==> config.mk <==
export PLATFORM = sky130hd
export DESIGN_NAME = subtractive_divider_flat
export DESIGN_NICKNAME = d
export VERILOG_FILES = /design/src/rtl/div_pkg.sv /design/src/rtl/subtractive_divider_if.sv /design/src/rtl/subtractor_struct.sv /design/src/rtl/subtractive_divider.sv /design/src/flat_wrapper.sv
export SDC_FILE = /design/constraint.sdc
export NUM_CORES = 1
export LEC_CHECK = 0
export BUFFER_PORTS_ARGS = -buffer_cell sky130_fd_sc_hd__buf_4
export CORE_ASPECT_RATIO = 0.9
export CORE_UTILIZATION = 51
export CTS_CLUSTER_SIZE = 28
export DETAILED_ROUTE_END_ITERATION = 8
export PLACE_DENSITY_LB_ADDON = 0.25
export SYNTH_ARGS = -nofsm -noshare
export SYNTH_HDL_FRONTEND = slang
export SYNTH_SLANG_ARGS = --single-unit
==> constraint.sdc <==
create_clock -name clk -period 4.2 [get_ports clk]
set_clock_uncertainty 0.05 [all_clocks]
set_input_delay 0 -clock clk [delete_from_list [all_inputs] [get_ports clk]]
set_output_delay 0 -clock clk [all_outputs]
set_load 0.05 [all_outputs]
==> src/rtl/div_pkg.sv <==
// Purpose : shared FSM state type and default widths for the subtractive divider.
// Latency : n/a (types and constants only).
// Backpressure : n/a.
package div_pkg;

   localparam int DW_DEF = 5;   // dividend / quotient width
   localparam int VW_DEF = 4;   // divisor / remainder width

   typedef enum logic [1:0] {
      IDLE = 2'd0,
      RUN  = 2'd1,
      DONE = 2'd2
   } state_t;

endpackage

==> src/rtl/subtractive_divider_if.sv <==
// Purpose : request/result bundle between a divider client (master) and the divider (slave).
// Latency : n/a (wiring only).
// Backpressure : start is only taken while the divider is idle; busy shows when it is not.
// Signals: start/dividend/divisor (master->slave), busy/done/quotient/remainder/err (slave->master).
interface subtractive_divider_if #(
   parameter int DW = div_pkg::DW_DEF,
   parameter int VW = div_pkg::VW_DEF
);
   logic          start;
   logic [DW-1:0] dividend;
   logic [VW-1:0] divisor;
   logic          busy;
   logic          done;
   logic [DW-1:0] quotient;
   logic [VW-1:0] remainder;
   logic          err;

   modport master (
      output start, dividend, divisor,
      input  busy, done, quotient, remainder, err
   );

   modport slave (
      input  start, dividend, divisor,
      output busy, done, quotient, remainder, err
   );
endinterface

==> src/rtl/subtractor_struct.sv <==
// Purpose : W-bit ripple-borrow subtractor a_i - b_i built from full-subtractor cells.
// Latency : combinational.
// Backpressure : n/a.
// Ports: a_i, b_i (minuend, subtrahend), diff_o (a-b mod 2^W), borrow_o (1 when a_i < b_i unsigned).
module subtractor_struct #(
   parameter int W = div_pkg::DW_DEF
) (
   input  logic [W-1:0] a_i,
   input  logic [W-1:0] b_i,
   output logic [W-1:0] diff_o,
   output logic         borrow_o
);

   logic [W:0] bw;

   assign bw[0] = 1'b0;

   for (genvar i = 0; i < W; i++) begin : g_cell
      assign diff_o[i] = a_i[i] ^ b_i[i] ^ bw[i];
      // Borrow out when a<b at this bit, or bits equal and a borrow ripples in.
      assign bw[i+1]   = (~a_i[i] & b_i[i]) | (~(a_i[i] ^ b_i[i]) & bw[i]);
   end

   assign borrow_o = bw[W];

endmodule

==> src/rtl/subtractive_divider.sv <==
// Purpose : unsigned divider by repeated subtraction (IDLE -> RUN -> DONE).
// Latency : done pulses quotient+2 cycles after the accepting cycle (1 for a trapped divide-by-zero).
// Backpressure : start is taken only in IDLE; start while busy or in DONE is dropped, not queued.
// Ports: clk, rst (async active-high), bus (slave side of subtractive_divider_if).
// Build option: define SUB_DIV_DBZ_EN to trap divisor==0 with err; otherwise err is 0 and a
// zero divisor runs until the quotient saturates.
module subtractive_divider
   import div_pkg::*;
#(
   parameter int DW = DW_DEF,
   parameter int VW = VW_DEF
) (
   input  logic                   clk,
   input  logic                   rst,
   subtractive_divider_if.slave   bus
);

   localparam logic [DW-1:0] Q_MAX = '1;

   state_t        state_q;
   logic [DW-1:0] r_q;
   logic [VW-1:0] d_q;
   logic [DW-1:0] q_q;
   logic          busy_q;
   logic          done_q;

   logic [DW-1:0] diff_d;
   logic          borrow_d;

   // Remainder minus zero-extended divisor; the borrow doubles as the R<D compare.
   subtractor_struct #(.W(DW)) u_sub (
      .a_i      (r_q),
      .b_i      (DW'(d_q)),
      .diff_o   (diff_d),
      .borrow_o (borrow_d)
   );

`ifdef SUB_DIV_DBZ_EN
   logic err_q;
`endif

   always_ff @(posedge clk or posedge rst) begin
      if (rst) begin
         state_q <= IDLE;
         r_q     <= '0;
         d_q     <= '0;
         q_q     <= '0;
         busy_q  <= 1'b0;
         done_q  <= 1'b0;
`ifdef SUB_DIV_DBZ_EN
         err_q   <= 1'b0;
`endif
      end else begin
         case (state_q)
            IDLE: begin
               if (bus.start) begin
`ifdef SUB_DIV_DBZ_EN
                  if (bus.divisor == '0) begin
                     r_q     <= '0;
                     d_q     <= '0;
                     q_q     <= '0;
                     done_q  <= 1'b1;
                     err_q   <= 1'b1;
                     state_q <= DONE;
                  end else
`endif
                  begin
                     r_q     <= bus.dividend;
                     d_q     <= bus.divisor;
                     q_q     <= '0;
                     busy_q  <= 1'b1;
                     state_q <= RUN;
                  end
               end
            end
            RUN: begin
               // Saturation stops a zero divisor from looping forever.
               if (!borrow_d && (q_q != Q_MAX)) begin
                  r_q <= diff_d;
                  q_q <= q_q + DW'(1);
               end else begin
                  busy_q  <= 1'b0;
                  done_q  <= 1'b1;
                  state_q <= DONE;
               end
            end
            DONE: begin
               done_q  <= 1'b0;
`ifdef SUB_DIV_DBZ_EN
               err_q   <= 1'b0;
`endif
               state_q <= IDLE;
            end
            default: begin
               busy_q  <= 1'b0;
               done_q  <= 1'b0;
               state_q <= IDLE;
            end
         endcase
      end
   end

   assign bus.busy      = busy_q;
   assign bus.done      = done_q;
   assign bus.quotient  = q_q;
   assign bus.remainder = r_q[VW-1:0];
`ifdef SUB_DIV_DBZ_EN
   assign bus.err       = err_q;
`else
   assign bus.err       = 1'b0;
`endif

endmodule

==> src/flat_wrapper.sv <==
// flat-port wrapper written by rule: the top's interface ports become plain ports
module subtractive_divider_flat import div_pkg::*;
#(
   parameter int DW = DW_DEF,
   parameter int VW = VW_DEF
)
  (clk, rst, bus_start, bus_dividend, bus_divisor, bus_busy, bus_done, bus_quotient, bus_remainder, bus_err);
  subtractive_divider_if #(.DW(DW), .VW(VW)) bus_i ();
  input  logic clk;
  input  logic rst;
  input wire logic [$bits(bus_i.start)-1:0] bus_start;
  input wire logic [$bits(bus_i.dividend)-1:0] bus_dividend;
  input wire logic [$bits(bus_i.divisor)-1:0] bus_divisor;
  output wire logic [$bits(bus_i.busy)-1:0] bus_busy;
  output wire logic [$bits(bus_i.done)-1:0] bus_done;
  output wire logic [$bits(bus_i.quotient)-1:0] bus_quotient;
  output wire logic [$bits(bus_i.remainder)-1:0] bus_remainder;
  output wire logic [$bits(bus_i.err)-1:0] bus_err;
  assign bus_i.start = bus_start;
  assign bus_i.dividend = bus_dividend;
  assign bus_i.divisor = bus_divisor;
  assign bus_busy = bus_i.busy;
  assign bus_done = bus_i.done;
  assign bus_quotient = bus_i.quotient;
  assign bus_remainder = bus_i.remainder;
  assign bus_err = bus_i.err;
  subtractive_divider #(.DW(DW), .VW(VW)) u_core (.clk(clk), .rst(rst), .bus(bus_i));
endmodule
==> flow_summary.yaml, run 1 <==
floorplanning:
  die_area_sq_mm: 0.00212
  die_h_um: 43.8
  die_width_um: 48.4
  io_pins: 24
  start_util: 0.564
  core_sq_mm: 0.00175
  rows: 14
critical_path:
  slowest_stage: "or4b_1"
  path_cells: "inv_1 > ha_1 > fa_1 > fa_1 > fa_1 > ha_1 > or4b_1 > or3_1 > a21oi_1"
  critPathBufInv: 1
  cpPeakStageDelay_ns: 0.63
  critPathTopFamily: "adder cells"
  crit_type: "reg -> reg"
  crit_start: "u_core.r_q[0]$_DFFE_PP0P_"
  r2r_end: "u_core.bus.quotient[2]$_DFFE_PP0P_"
  required_ns: 4.38
  path_common_cell: "fa_1"
  critPathArrivalTime_ns: 3.49
  cp-start-kind: "flip-flop"
  cp_max_fo: 8
  cp-endpoint: "u_core.bus.quotient[2]$_DFFE_PP0P_"
  r2r-start: "u_core.r_q[0]$_DFFE_PP0P_"
  reg2reg_slack_ns: 0.89
  cp.depth: 9
  critPathCaptureType: "flip-flop"
  worst-r2r-cell-count: 9
place:
  dp_hpwl_um: 1460
  place_ws_ns: 0.923
  place_congestion: 0.774
  numPortBuffers: 22
  placed_cell_area_sq_mm: 0.00112
  place_inst: 138
timing:
  drv_slew: 0
  setup_viol: 0
  hold_violations: 0
  rsz0062_at_grt: "no"
  fin_crit_sh: 0.788
  tightest_slew_ns: 0.680
  fin_ws_ns: 0.889
  fmax_ghz: 0.302
  setup_tns_ns: 0
  max_slew_margin: 0.546
  fin_crit_ns: 3.31
synth:
  syn-num-nets: 120
  ys_seq_area_frac: 0.456
  syn_avg_cell_area_sq_um: 9.79
  synthTopCellsByCount: "18 x dfrtp_1, 13 x nand2_1, 12 x inv_1, 7 x a21oi_1"
  syn-cell-area_sq_um: 988
  async_flop_share: 1.00
  yosysUniqueCellTypes: 28
  synthCells: 101
  yosysWarningCount: 0
  ys_seq_elements: 18
  yosysMostFrequentCell: "dfrtp_1"
  yosys.area.top_type: "dfrtp_1"
  yosys-top-cells-area: "dfrtp_1 46%, fa_1 6.1%, ha_1 5.1%"
  synth_ff_type: "dfrtp_1"
  synth_top_area_share: 0.456
  synth_edf_count: 0
grt:
  grt_pass1_vias: 722
  grt_antenna_before_repair: 0
  grt_overflow: 0
  grt_pass1_wl_um: 3570
  grt_usage: 0.236
  grt_max_degree: 19
routing:
  ant_nets: 0
  routed-via-count: 779
  drt_wl_total_um: 2120
  wl_per_cell_um: 14.2
  drt_pass1_iterations: 4
  drt_first_iter_violations: 10
  drc: 0
  viasPerCell: 5.23
layout:
  diodes: 0
  nNetsFinal: 146
  fin_area_sq_mm: 0.00122
  instances_no_fill: 149
  drive_above_1_share: 0.248
  syn2layout_area_growth_pct: 23.9
worst_hold_path:
  hp-class: "in -> reg"
clock_network:
  cts_buffers: 3
  cts_tree: "yes"
  ctsResizeCount: 0
  cts_sinks: 18
  cts_setup_buffers: 0
  cts.clk_slew.worst_paths_ns: 0.10
  hold_buffers: 8
  h-tree-depth: 1
  clock_path_buffers: 2
  root_buffer: "clkbuf_4"
  clk_latency_ns: 0.30
power:
  power_frac_comb: 0.596
  p_sw_frac: 0.504
  internal_power_mw: 0.514
  ir_drop_v: 0.000486
  seqPwrFrac: 0.319
  p_sw_mw: 0.521
  power.share.clock: 0.085
  power.density_mw_per_mm2: 845
  leakagePower_nw: 0.630
outcome:
  status: "complete, no violations"
job:
  drv_cap: 0
==> state kept, by name, indices dropped and copies added, names as in the netlist <==
name                 cells
u_core.d_q               4
u_core.bus.busy          1
u_core.bus.quotient      5
u_core.bus.done          1
u_core.r_q               5
u_core.state_q           2
==> placed cells by master, fill, tap and decap left out, types with 2 or more instances in the layout <==
master,instances
a21oi_1,7
buf_4,22
clkbuf_4,3
dfrtp_1,18
dlygate4sd3_1,8
fa_1,3
ha_1,4
inv_1,12
mux2_2,2
mux2i_1,3
nand2_1,13
nand3_1,5
nor2_1,5
nor3b_1,3
o21ai_0,3
o21ai_1,2
o31ai_1,2
==> power by group through the flow <==
stage / clock [mW] / combinational [mW] / sequential [mW]
2_1_floorplan: 0 / 0.439 / 0.374
3_3_place_gp: 0 / 0.590 / 0.326
3_5_place_dp: 0 / 0.607 / 0.332
4_1_cts: 0.0874 / 0.617 / 0.330
5_1_grt: 0.0912 / 0.675 / 0.345
6_report: 0.0882 / 0.617 / 0.330
==> metal layers <==
| metal | share of wire | wire (um) | global-route usage |
|---|---|---|---|
| met5 | 0 | 0 | 0 |
| met4 | 0.017 | 36 | 0.106 |
| met3 | 0.043 | 92 | 0.0421 |
| met2 | 0.50 | 1060 | 0.380 |
| met1 | 0.44 | 925 | 0.318 |
==> cells by family after synthesis <==
group                      share of synthesized area
buffers and inverters                          0.111
adders and majority gates                      0.111
DFF                                            0.456
other                                        0.00379
and+or+nand+nor                                0.189
muxes                                         0.0532
AOI/OAI and AO/OA                             0.0759
==> worst min path at each step <==
stage,endpoint,cells after the start,slack [ns],from
after detailed placement,u_core.r_q[3]$_DFFE_PP0P_,2,0.11,rst
final,u_core.r_q[3]$_DFFE_PP0P_,4,0.04,bus_dividend[3]
after floorplan,u_core.bus.busy$_DFFE_PP0P_,1,-0.11,rst
after CTS,u_core.r_q[3]$_DFFE_PP0P_,4,0.05,bus_dividend[3]
after global routing,u_core.r_q[3]$_DFFE_PP0P_,4,0.07,bus_dividend[3]
after global placement,u_core.d_q[3]$_DFFE_PP0P_,2,0.09,rst
==> stage by stage <==
stage          utilization  power, mW  hold WS, ns
2_1_floorplan            -      0.813       -0.111
3_3_place_gp         0.641      0.915       0.0947
3_5_place_dp         0.641      0.940        0.110
4_1_cts              0.699       1.03       0.0483
5_1_grt              0.699       1.11       0.0660
6_report             0.699       1.04       0.0404
==> cell type report <==
class | count | area, sq um
fill | 144 | 527
sequential | 18 | 450
multi-input combinational | 61 | 428
timing repair buffer | 30 | 245
inverter | 13 | 48.8
tap | 24 | 30.0
clock buffer | 3 | 22.5
==> tightest hold or removal path, cell delays in order <==
cell and delay [ns]:
buf_4 0.07, inv_1 0.03, mux2i_1 0.11, mux2_2 0.15
Note: power is estimated with default switching activity, not from simulation.
==> run 2: changes to the inputs <==
--- a/config.mk
+++ b/config.mk
@@ -7,7 +7,7 @@
 export LEC_CHECK = 0
 export BUFFER_PORTS_ARGS = -buffer_cell sky130_fd_sc_hd__buf_4
 export CORE_ASPECT_RATIO = 0.9
-export CORE_UTILIZATION = 51
+export CORE_UTILIZATION = 46
 export CTS_CLUSTER_SIZE = 28
 export DETAILED_ROUTE_END_ITERATION = 8
 export PLACE_DENSITY_LB_ADDON = 0.25
==> constraint.sdc (replaced) <==
create_clock -name clk -period 2.95 [get_ports clk]
set_clock_uncertainty 0.05 [all_clocks]
set_input_delay 0 -clock clk [delete_from_list [all_inputs] [get_ports clk]]
set_output_delay 0 -clock clk [all_outputs]
set_load 0.05 [all_outputs]
==> flow_summary.yaml, run 2 (same netlist as run 1, synthesis figures left out) <==
layout:
  layout_common_cells: "28 x buf_4, 18 x dfrtp_1, 13 x nand2_1, 12 x inv_1, 8 x dlygate4sd3_1"
  syn2layout_area_growth_pct: 32.7
  drive_above_1_share: 0.333
  instances_no_fill: 157
  final_core_util: 0.665
  fillerInstances: 166
  final_common_cell: "buf_4"
  diodes: 0
  nNetsFinal: 152
grt:
  grt_max_degree: 19
  grt_overflow: 0
  grt_pass1_wl_um: 3780
  grt_antenna_before_repair: 0
  grt_pass1_vias: 816
  grt_usage: 0.231
power:
  ir_drop_v: 0.000830
  internal_power_mw: 0.873
  power.share.clock: 0.095
  leakagePower_nw: 0.662
  power.density_mw_per_mm2: 1280
  p_sw_frac: 0.478
  p_sw_mw: 0.800
  seqPwrFrac: 0.280
  power_mw: 1.67
  power_frac_comb: 0.625
floorplanning:
  start_util: 0.502
  io_pins: 24
  die_h_um: 46.0
  die_width_um: 50.9
  die_area_sq_mm: 0.00234
  core_sq_mm: 0.00197
  rows: 15
timing:
  hold_violations: 0
  fmax_ghz: 0.340
  setup_tns_ns: 0
  hold_slack_ns: 0.0680
  tightest_slew_ns: 0.730
  setup_viol: 0
  fin_crit_ns: 2.94
  drv_slew: 0
  fin_crit_sh: 0.996
  max_slew_margin: 0.513
  rsz0062_at_grt: "yes"
place:
  place_congestion: 0.737
  place_inst: 144
  dp_hpwl_um: 1610
  numPortBuffers: 22
critical_path:
  slowest_stage: "or4b_4"
  crit_type: "reg -> reg"
  path_cells: "inv_1 > ha_2 > fa_2 > fa_2 > fa_2 > ha_4 > or4b_4 > or3_1 > a21oi_1"
  cpPeakStageDelay_ns: 0.49
  required_ns: 3.14
  critPathArrivalTime_ns: 3.13
  critPathCaptureType: "flip-flop"
  cp_max_fo: 4
  path_common_cell: "fa_2"
  cp-start-kind: "flip-flop"
  reg2reg_slack_ns: 0.01
routing:
  drc: 0
  viasPerCell: 5.26
  wl_per_cell_um: 14.3
  ant_nets: 0
  drt_first_iter_violations: 13
  drt_wl_total_um: 2250
  drt_pass1_iterations: 4
  routed-via-count: 826
clock_network:
  root_buffer: "clkbuf_4"
  clock_path_buffers: 2
  cts_sinks: 18
  clk_latency_ns: 0.31
  h-tree-depth: 1
  cts_buffers: 3
  cts.clk_slew.worst_paths_ns: 0.11
  cts_tree: "yes"
job:
  drv_cap: 0
worst_hold_path:
  hp-class: "in -> reg"
outcome:
  status: "complete, no violations"
## run 2: area by class of cell
| cell class | count | area, sq um | share of cell area |
|---|---|---|---|
| multi-input combinational | 61 | 454 | 0.346 |
| sequential | 18 | 450 | 0.344 |
| timing repair buffer | 36 | 290 | 0.221 |
| inverter | 13 | 48.8 | 0.0372 |
| clock buffer | 4 | 36.3 | 0.0277 |
| tap | 25 | 31.3 | 0.0239 |
## run 2: critical path: cells and delay by family (launching register included)
family          cells  cell delay, ns
buf+inv             1            0.05
compound gates      1            0.15
simple gates        2            0.81
fa+ha+maj           5            1.45
flops               1            0.37
## run 2: metal layers
layer,GRT usage,part of all wire,wire length (um),vias to the layer above
met5,0,0,0,-
met3,0.0500,0.049,110,10
met1,0.291,0.45,1020,390
li1,-,-,-,390
met4,0.128,0.032,73,0
met2,0.373,0.46,1050,36
## run 2: path summary, 6_finish.rpt
path,start,to,cells past startpoint
max,u_core.r_q[0]$_DFFE_PP0P_,u_core.bus.quotient[2]$_DFFE_PP0P_,9
min,bus_dividend[0],u_core.r_q[0]$_DFFE_PP0P_,4
max reg2reg,u_core.r_q[0]$_DFFE_PP0P_,u_core.bus.quotient[2]$_DFFE_PP0P_,9
min reg2reg,u_core.d_q[0]$_DFFE_PP0P_,u_core.d_q[0]$_DFFE_PP0P_,2
max in group asynchronous,rst,u_core.d_q[0]$_DFFE_PP0P_,3
min in group asynchronous,rst,u_core.r_q[0]$_DFFE_PP0P_,3
## run 2: through the flow
| step | area (sq um) | worst slack (ns) |
|---|---|---|
| after global routing | 1310 | -0.0736 |
| after global placement | 1170 | 0.0541 |
| after floorplan | 998 | -0.0139 |
| final | 1310 | 0.0123 |
| after CTS | 1300 | 0.0250 |
| after detailed placement | 1170 | -0.0642 |
## run 2: power groups by stage
stage,registers [mW],clock network [mW],logic (mW)
global route,0.488,0.168,1.14
finish,0.469,0.159,1.04
CTS,0.468,0.162,1.03
floorplan,0.533,0,0.642
detailed placement,0.472,0,0.975
global placement,0.463,0,0.935
## run 2: what timing repair did
action                                 in CTS  in global routing
endpoints found under the hold margin      25                  0
setup endpoints to repair                   1                  4
setup buffers                               0                  1
resized for setup                           4                  0
gates cloned                                0                  0
pin swaps                                   1                  0
hold buffers                                8                  0
==> run 3: changes to the inputs <==
--- a/config.mk
+++ b/config.mk
@@ -10,7 +10,7 @@
 export CORE_UTILIZATION = 46
 export CTS_CLUSTER_SIZE = 28
 export DETAILED_ROUTE_END_ITERATION = 8
-export PLACE_DENSITY_LB_ADDON = 0.25
+export PLACE_DENSITY_LB_ADDON = 0.15
 export SYNTH_ARGS = -nofsm -noshare
 export SYNTH_HDL_FRONTEND = slang
 export SYNTH_SLANG_ARGS = --single-unit
==> flow_summary.yaml, run 3 (same netlist as run 1, synthesis figures left out) <==
critical_path:
  critPathTopFamily: "adder cells"
  critPathBufInv: 1
  required_ns: 3.14
  cp_max_fo: 4
  cp-start-kind: "flip-flop"
  cpPeakStageDelay_ns: 0.51
  critPathCaptureType: "flip-flop"
  path_cells: "inv_1 > ha_2 > fa_2 > fa_2 > fa_2 > ha_4 > or4b_4 > or3_1 > a21oi_1"
  crit_type: "reg -> reg"
  critPathArrivalTime_ns: 3.11
  path_common_cell: "fa_2"
  slowest_stage: "or4b_4"
grt:
  grt_usage: 0.233
  grt_pass1_vias: 803
  grt_overflow: 0
  grt_max_degree: 19
  grt_pass1_wl_um: 3750
  grt_antenna_before_repair: 0
floorplanning:
  rows: 15
  die_width_um: 50.9
  io_pins: 24
  core_sq_mm: 0.00197
  die_h_um: 46.0
  die_area_sq_mm: 0.00234
  start_util: 0.502
routing:
  drt_wl_total_um: 2270
  drt-met1-wl_um: 1040
  ant_nets: 0
  drt_pass1_iterations: 4
  viasPerCell: 5.17
  dr.max_layer_used: "met4"
  wl_per_cell_um: 14.6
  routed-via-count: 806
  drt_first_iter_violations: 15
  met3_length_um: 114
  dr_wl_met2_um: 1110
  drc: 0
clock_network:
  cts_sinks: 18
  root_buffer: "clkbuf_4"
  clk_latency_ns: 0.30
  cts_buffers: 3
  h-tree-depth: 1
  cts.clk_slew.worst_paths_ns: 0.11
  cts_tree: "yes"
  clock_path_buffers: 2
layout:
  final_core_util: 0.662
  layout_common_cells: "27 x buf_4, 18 x dfrtp_1, 13 x nand2_1, 12 x inv_1, 8 x dlygate4sd3_1"
  fin_area_sq_mm: 0.00130
  final_common_cell: "buf_4"
  syn2layout_area_growth_pct: 31.9
  fillerInstances: 169
  diodes: 0
  nNetsFinal: 151
  drive_above_1_share: 0.328
timing:
  setup_tns_ns: 0
  rsz0062_at_grt: "yes"
  fin_crit_sh: 0.991
  setup_viol: 0
  fin_crit_ns: 2.92
  max_slew_margin: 0.535
  drv_slew: 0
  fmax_ghz: 0.342
  hold_violations: 0
  tightest_slew_ns: 0.697
power:
  ir_drop_v: 0.000884
  power.density_mw_per_mm2: 1260
  leakagePower_nw: 0.657
place:
  dp_hpwl_um: 1580
  numPortBuffers: 22
  placed_cell_area_sq_mm: 0.00116
  place_congestion: 0.733
job:
  drv_cap: 0
worst_hold_path:
  hp-class: "in -> reg"
outcome:
  status: "complete, no violations"
## run 3: cell types whose count changed in the layout (fill, tap and decap cells not counted), sizes merged
cell	change
buf	-1
## run 3: power breakdown
| group | internal (mW) | switching [mW] | leakage [nW] | total [mW] |
|---|---|---|---|---|
| registers | 0.357 | 0.114 | 0.226 | 0.470 |
| logic | 0.424 | 0.595 | 0.411 | 1.02 |
| clock network | 0.0753 | 0.0797 | 0.0210 | 0.155 |
## run 3: per-layer routing
metal	vias to the layer above	GRT usage
met1	388	0.302
li1	384	-
met2	31	0.373
met4	0	0.0889
met5	-	0
met3	3	0.0667
## run 3: per-stage QoR
step,hold slack (ns),std cells,worst slack [ns],power (mW)
after floorplan,-0.111,101,-0.0139,1.17
after global placement,0.0993,143,0.0359,1.38
after detailed placement,0.0993,143,-0.0789,1.42
after CTS,0.0535,156,0.0374,1.62
after global routing,0.0635,156,-0.0760,1.77
final,0.0522,156,0.0270,1.64
## run 3: tightest hold or removal path, delay by kind of cell
kind	cells	cell delay (ns)
buf+inv	2	0.10
mux	2	0.27
## run 3: layout make-up
| type | count | area (sq um) | share of cell area |
|---|---|---|---|
| Multi-Input combinational cell | 61 | 454 | 0.348 |
| Sequential cell | 18 | 450 | 0.345 |
| Timing Repair Buffer | 35 | 283 | 0.217 |
| Inverter | 13 | 48.8 | 0.0374 |
| Clock buffer | 4 | 36.3 | 0.0278 |
| Tap cell | 25 | 31.3 | 0.0240 |
## run 3: worst paths after layout
check	startpoint	endpoint	slack, ns	cells after the start
worst max-delay path	u_core.r_q[0]$_DFFE_PP0P_	u_core.bus.quotient[2]$_DFFE_PP0P_	0.03	9
worst min-delay path	bus_dividend[0]	u_core.r_q[0]$_DFFE_PP0P_	0.05	4
worst max register to register	u_core.r_q[0]$_DFFE_PP0P_	u_core.bus.quotient[2]$_DFFE_PP0P_	0.03	9
worst min register to register	u_core.bus.quotient[3]$_DFFE_PP0P_	u_core.bus.quotient[3]$_DFFE_PP0P_	0.45	1
max in group asynchronous	rst	u_core.bus.quotient[3]$_DFFE_PP0P_	2.05	3
min in group asynchronous	rst	u_core.r_q[1]$_DFFE_PP0P_	0.36	3
## run 3: what timing repair did
| action | CTS | global route |
|---|---|---|
| pin swaps | 2 | 0 |
| endpoints found under the setup margin | 7 | 7 |
| endpoints found under the hold margin | 25 | 0 |
| buffers inserted | 1 | 0 |
| hold buffers | 8 | 0 |
| resized for setup | 3 | 1 |
